[config.mk]
export PLATFORM = sky130hd
export DESIGN_NAME = phy_stripe_n
export DESIGN_NICKNAME = d
export VERILOG_FILES = /design/src/rtl/phy_stripe_n.sv
export SDC_FILE = /design/constraint.sdc
export NUM_CORES = 1
export LEC_CHECK = 0
export ABC_AREA = 1
export BUFFER_PORTS_ARGS = -buffer_cell sky130_fd_sc_hd__clkbuf_2
export CAP_MARGIN = 30
export CORE_MARGIN = 3
export CORE_UTILIZATION = 40
export CTS_CLUSTER_DIAMETER = 200
export DETAILED_ROUTE_END_ITERATION = 16
export SYNTH_ARGS = -nofsm -noshare
export SYNTH_HDL_FRONTEND = slang
export SYNTH_SLANG_ARGS = --single-unit
[constraint.sdc]
create_clock -name clk_8f -period 2.9 [get_ports clk_8f]
set_input_delay 0.145 -clock clk_8f [delete_from_list [all_inputs] [get_ports clk_8f]]
set_output_delay 0.145 -clock clk_8f [all_outputs]
set_load 0.02 [all_outputs]
[src/rtl/phy_stripe_n.sv]
// Byte striper for the PHY transmit path: gathers a single-lane byte stream into
// groups of up to NUM_LANES symbols and presents each group in parallel for one cycle.
module phy_stripe_n #(
  parameter int                NUM_LANES     = 4,
  parameter int                DATA_W        = 8,
  parameter logic [DATA_W-1:0] IDLE_SYM      = DATA_W'(8'hBC),
  parameter int                FLUSH_TIMEOUT = 8,
  parameter int                CNT_W         = 16
) (
  input  logic                        clk_8f,
  input  logic                        reset,
  input  logic [DATA_W-1:0]           data_in,
  input  logic                        valid_in,
  input  logic [3:0]                  active_lanes,
  output logic [NUM_LANES*DATA_W-1:0] data_out,
  output logic [NUM_LANES-1:0]        valid_out,
  output logic                        group_valid,
  output logic                        partial,
  output logic [CNT_W-1:0]            group_count
);

  typedef enum logic {ST_IDLE, ST_FILL} state_e;

  state_e                      state_q, state_d;
  logic [3:0]                  fill_q, fill_d;
  logic [3:0]                  n_eff_q, n_eff_d;
  logic [7:0]                  idle_q, idle_d;
  logic [DATA_W-1:0]           shadow_q [NUM_LANES];
  logic [DATA_W-1:0]           shadow_d [NUM_LANES];
  logic [NUM_LANES*DATA_W-1:0] data_out_q, data_out_d;
  logic [NUM_LANES-1:0]        valid_out_q, valid_out_d;
  logic                        group_valid_q, group_valid_d;
  logic                        partial_q, partial_d;
  logic [CNT_W-1:0]            count_q, count_d;

  logic [3:0] n_sel;
  logic [3:0] idx;
  logic [3:0] emit_n;
  logic       emit;

  always_comb begin
    n_sel = (active_lanes == 4'd0 || active_lanes > 4'(NUM_LANES)) ? 4'(NUM_LANES)
                                                                   : active_lanes;
    idx       = (state_q == ST_IDLE) ? 4'd0 : fill_q;
    state_d   = state_q;
    fill_d    = fill_q;
    n_eff_d   = n_eff_q;
    idle_d    = idle_q;
    shadow_d  = shadow_q;
    count_d   = count_q;
    partial_d = 1'b0;
    emit      = 1'b0;
    emit_n    = 4'd0;

    if (valid_in) begin
      // Lane count is frozen at the first byte of a group.
      if (state_q == ST_IDLE) n_eff_d = n_sel;
      for (int k = 0; k < NUM_LANES; k++) begin
        if (4'(k) == idx) shadow_d[k] = data_in;
      end
      idle_d = 8'd0;
      if (idx + 4'd1 == n_eff_d) begin
        emit    = 1'b1;
        emit_n  = n_eff_d;
        state_d = ST_IDLE;
        fill_d  = 4'd0;
      end else begin
        state_d = ST_FILL;
        fill_d  = idx + 4'd1;
      end
    end else if (state_q == ST_FILL) begin
      idle_d = idle_q + 8'd1;
      if (FLUSH_TIMEOUT != 0 && ({1'b0, idle_q} + 9'd1) == 9'(FLUSH_TIMEOUT)) begin
        emit      = 1'b1;
        emit_n    = fill_q;
        partial_d = 1'b1;
        state_d   = ST_IDLE;
        fill_d    = 4'd0;
        idle_d    = 8'd0;
      end
    end else begin
      idle_d = 8'd0;
    end

    // Outputs never hold a previous group: non-emit cycles present idle symbols.
    for (int k = 0; k < NUM_LANES; k++) begin
      valid_out_d[k]                 = emit && (4'(k) < emit_n);
      data_out_d[k*DATA_W +: DATA_W] = valid_out_d[k] ? shadow_d[k] : IDLE_SYM;
    end
    group_valid_d = emit;
    if (emit) count_d = count_q + 1'b1;
  end

  always_ff @(posedge clk_8f or negedge reset) begin
    if (!reset) begin
      state_q       <= ST_IDLE;
      fill_q        <= 4'd0;
      n_eff_q       <= 4'd0;
      idle_q        <= 8'd0;
      for (int k = 0; k < NUM_LANES; k++) shadow_q[k] <= '0;
      data_out_q    <= {NUM_LANES{IDLE_SYM}};
      valid_out_q   <= '0;
      group_valid_q <= 1'b0;
      partial_q     <= 1'b0;
      count_q       <= '0;
    end else begin
      state_q       <= state_d;
      fill_q        <= fill_d;
      n_eff_q       <= n_eff_d;
      idle_q        <= idle_d;
      for (int k = 0; k < NUM_LANES; k++) shadow_q[k] <= shadow_d[k];
      data_out_q    <= data_out_d;
      valid_out_q   <= valid_out_d;
      group_valid_q <= group_valid_d;
      partial_q     <= partial_d;
      count_q       <= count_d;
    end
  end

  assign data_out    = data_out_q;
  assign valid_out   = valid_out_q;
  assign group_valid = group_valid_q;
  assign partial     = partial_q;
  assign group_count = count_q;

endmodule

==> impl_results.md <==
- Outcome: complete, no violations
- Cells resized by post-CTS repair: 0
- Least setup slack across all paths after layout: 0.3365 ns
- Post-route cell area: 5355 um^2
- Min cycle time layout: ~2.6 ns
- First-pass GRT wire length: 16.48 mm
- Number of enable flip-flop cells after synthesis: 0
- Final Hold Fails: 0
- Worst-Margin Slew: 0.8207 ns
- Number of optimization iterations in the first detailed-route pass: 5
- Final-layout fill cell count: 1,032
- Critical path class: flop to flop
- Maxcap violations: 0
- Crit path capture type: flop
- Startpoint types: flop
- DRC violation count after routing: 0
- Post-detailed-placement half-perimeter wirelength: 6.666 mm
- Final antenna-violating net count: 0
- Share of the synthesized area in the top cell type: a little under half
- Initial drt markers: 246
- Nets: 581
- Total setup violations reported at the end of the flow: 0
- RSZ-0062 raised after global routing: false
- Clock sink count: 103
- PwrDens: between 800 and 900 nW/um^2
- Largest net degree at the start of global routing: 66
- Placed Cells: 687
- Post-Syn Nets: 509
- Y dimension of the die: 112.8 um
- Total routing resource utilization after global routing: 16.03%
- Post-synthesis cell type count: 36
- Die Width: between 100 and 150 um
- Worst min-delay path class: input port to flop
- CTS Buffer Depth: 2
- Count of non-filler cells in the finished layout: 704
- I/O Pins: 69
- Count of mapped cells out of synthesis: 487
- Most area-hungry cell type in the Yosys netlist: sky130_fd_sc_hd__dfrtp_1
- Utilization after layout: 48.76%
- Most common cell in the synthesized netlist: sky130_fd_sc_hd__nand2_1
- Routability Congestion: between 0.9 and 1
- Pre-CTS WS: approximately 0.41 ns
- Ant. Diodes: 0
- H-tree level count: 3
- Mean Syn Cell Area: 9.360 um^2
- Top_reg_cell synth: sky130_fd_sc_hd__dfrtp_1
- Summed negative setup slack over all endpoints: 0 ns
- Number of global-route vias before repair: approximately 3.4k
- Synth warn: 0
- Async set-or-reset flop fraction in the synthesized netlist: 100.0%
- Starting utilization of the core area: 41.50%
- Number of antenna violations at the first check in global routing: 0
- Period Utilization, post-route: 88.40%
- Number of port buffers: slightly below 70
- Register-to-Register Setup Slack: 0.34 ns
- Buffers inserted by post-CTS timing repair: 0
- Clock Tree Root: sky130_fd_sc_hd__clkbuf_16
- Layout cell share with drive strength beyond 1: 23.94%
- Netlist area before placement: 4558 um^2
- Final Routed Wirelength: 9.345 mm
- Worst-path clk slew: 0.07 ns
- Arrival time reported for the critical path endpoint: 2.82 ns
- Area growth from synthesis to final layout: 17.49%
- # rows: 38
- Final Max Slew Viols: 0
- Commonest cells post-synth: sky130_fd_sc_hd__nand2_1, sky130_fd_sc_hd__dfrtp_1, sky130_fd_sc_hd__inv_1
- Vias per Instance: 4.689
- Number of storage elements in the synthesis netlist: ~100
- CP Data Required Time: approximately 3.2 ns
- Clock latency reported for the late side of the worst-skew pair: 0.34 ns
- TritonCTS clock tree: yes
- Detail-routed net length per standard cell: ~13 um
- CORE AREA: between 10,000 and 15,000 um^2
- Tightest slew margin relative to the limit: 45.29%
- CP Max Fanout: 13
- Share of synthesized area occupied by flip-flops and latches: 57.10%
- Maximum clock frequency: 0.3901 GHz
- Ranking of synthesized cells by area: sky130_fd_sc_hd__dfrtp_1, sky130_fd_sc_hd__dfstp_2, sky130_fd_sc_hd__nand2_1, sky130_fd_sc_hd__inv_1, sky130_fd_sc_hd__o21ai_0
- Residual overflow from global routing: 0
- Via Count: between 3k and 4k
- TritonCTS Buffers: 9
- Leak Pwr: 2.732 nW
- Placed cell areas: 5020 um^2
- Total Die Area: 12,710 um^2
- Max IR drop VDD: 382.3 uV
- Clock Skew: 0.007856 ns
## layer usage
metal  up-vias  track usage, %  wire [um]
met5         -               0          0
met4         0           4.327         91
met2        82           25.08       4342
met3         7           3.797        459
met1      1545           22.54       4452
li1       1667               -          -
## path summary, 6_finish.rpt
| kind | startpoint | endpoint | depth (start not counted) |
|---|---|---|---|
| hold reg to reg | n_eff_q[1] | n_eff_q[1] | 1 |
| min in group asynchronous | reset | shadow_q[17] | 2 |
| hold / removal | valid_in | partial | 2 |
| setup reg to reg | state_q | data_out[19] | 13 |
| max in group asynchronous | reset | data_out[19] | 3 |
| setup / recovery | state_q | data_out[19] | 13 |
## kinds of logic (layout without fill, tap and decap cells)
kind of cell               after synthesis  count (layout)  synth area share [%]
DFF                                    103             103                 57.10
adders and majority gates                7               7                 1.921
xor gates and xnor gates                16              16                 3.074
and+or+nand+nor                        198             198                 19.98
AOI/OAI and AO/OA                       60              60                 7.082
buffers and inverters                   95             172                 8.866
muxes                                    8               8                 1.976
## sequential cells by signal, summed over array words and instances, names as in the netlist
name,flops
state_q,1
idle_q,8
valid_out,4
fill_q,4
group_count,16
group_valid,1
shadow_q,32
data_out,32
n_eff_q,4
partial,1
## timing repair
action / CTS / global route
hold endpoints to repair: 50 / 0
endpoints found under the setup margin: 0 / 0
hold buffers: 1 / 0
## stage by stage
step                hold WS, ns  power [mW]
floorplan               -0.1506       3.021
global placement         0.2940       3.375
detailed placement       0.2981       3.424
CTS                     0.07344       4.722
global route            0.09823       5.028
finish                  0.08672       4.673
## area by class of cell
| cell class | count | area, um^2 | area share, % |
|---|---|---|---|
| Clock buffer | 9 | 225.2 | 4.206 |
| Sequential cell | 103 | 2603 | 48.60 |
| Timing Repair Buffer | 70 | 372.9 | 6.963 |
| Clock inverter | 7 | 100.1 | 1.869 |
| Tap cell | 140 | 175.2 | 3.271 |
| Multi-Input combinational cell | 289 | 1551 | 28.97 |
| Inverter | 86 | 327.8 | 6.121 |
## cell usage in the layout, fill, tap and decap left out, drive strengths merged, types with 2 or more instances in the layout
master and instances:
nor3 9, dfstp 20, dfrtp 83, buf 2, mux2 8, a21boi 4, clkinv 2, inv 90
nor2 28, nand3 22, nand4 13, nand2 120, o21ai 41, or2 5, a21oi 9, xor2 10
ha 7, clkbuf 76, a21o 2, o22ai 2, xnor2 6
## worst max-delay path, stage by stage, from the launching register on
cell and delay [ns]:
sky130_fd_sc_hd__dfrtp_1 0.61, sky130_fd_sc_hd__nand2_1 0.19, sky130_fd_sc_hd__inv_1 0.14, sky130_fd_sc_hd__ha_1 0.20, sky130_fd_sc_hd__xor2_1 0.28, sky130_fd_sc_hd__inv_1 0.07
sky130_fd_sc_hd__nand2_1 0.07, sky130_fd_sc_hd__nand2_1 0.06, sky130_fd_sc_hd__nor2_2 0.15, sky130_fd_sc_hd__nand3_1 0.10, sky130_fd_sc_hd__nand2_1 0.13, sky130_fd_sc_hd__nand2_1 0.14
sky130_fd_sc_hd__nand2_1 0.25, sky130_fd_sc_hd__nand2_1 0.09
## report_power, final
group	total (mW)	internal (mW)	switching, mW
logic	1.34	0.450	0.889
registers	2.06	1.83	0.226
clock network	1.28	0.700	0.578
Note: power is estimated with default switching activity, not from simulation.
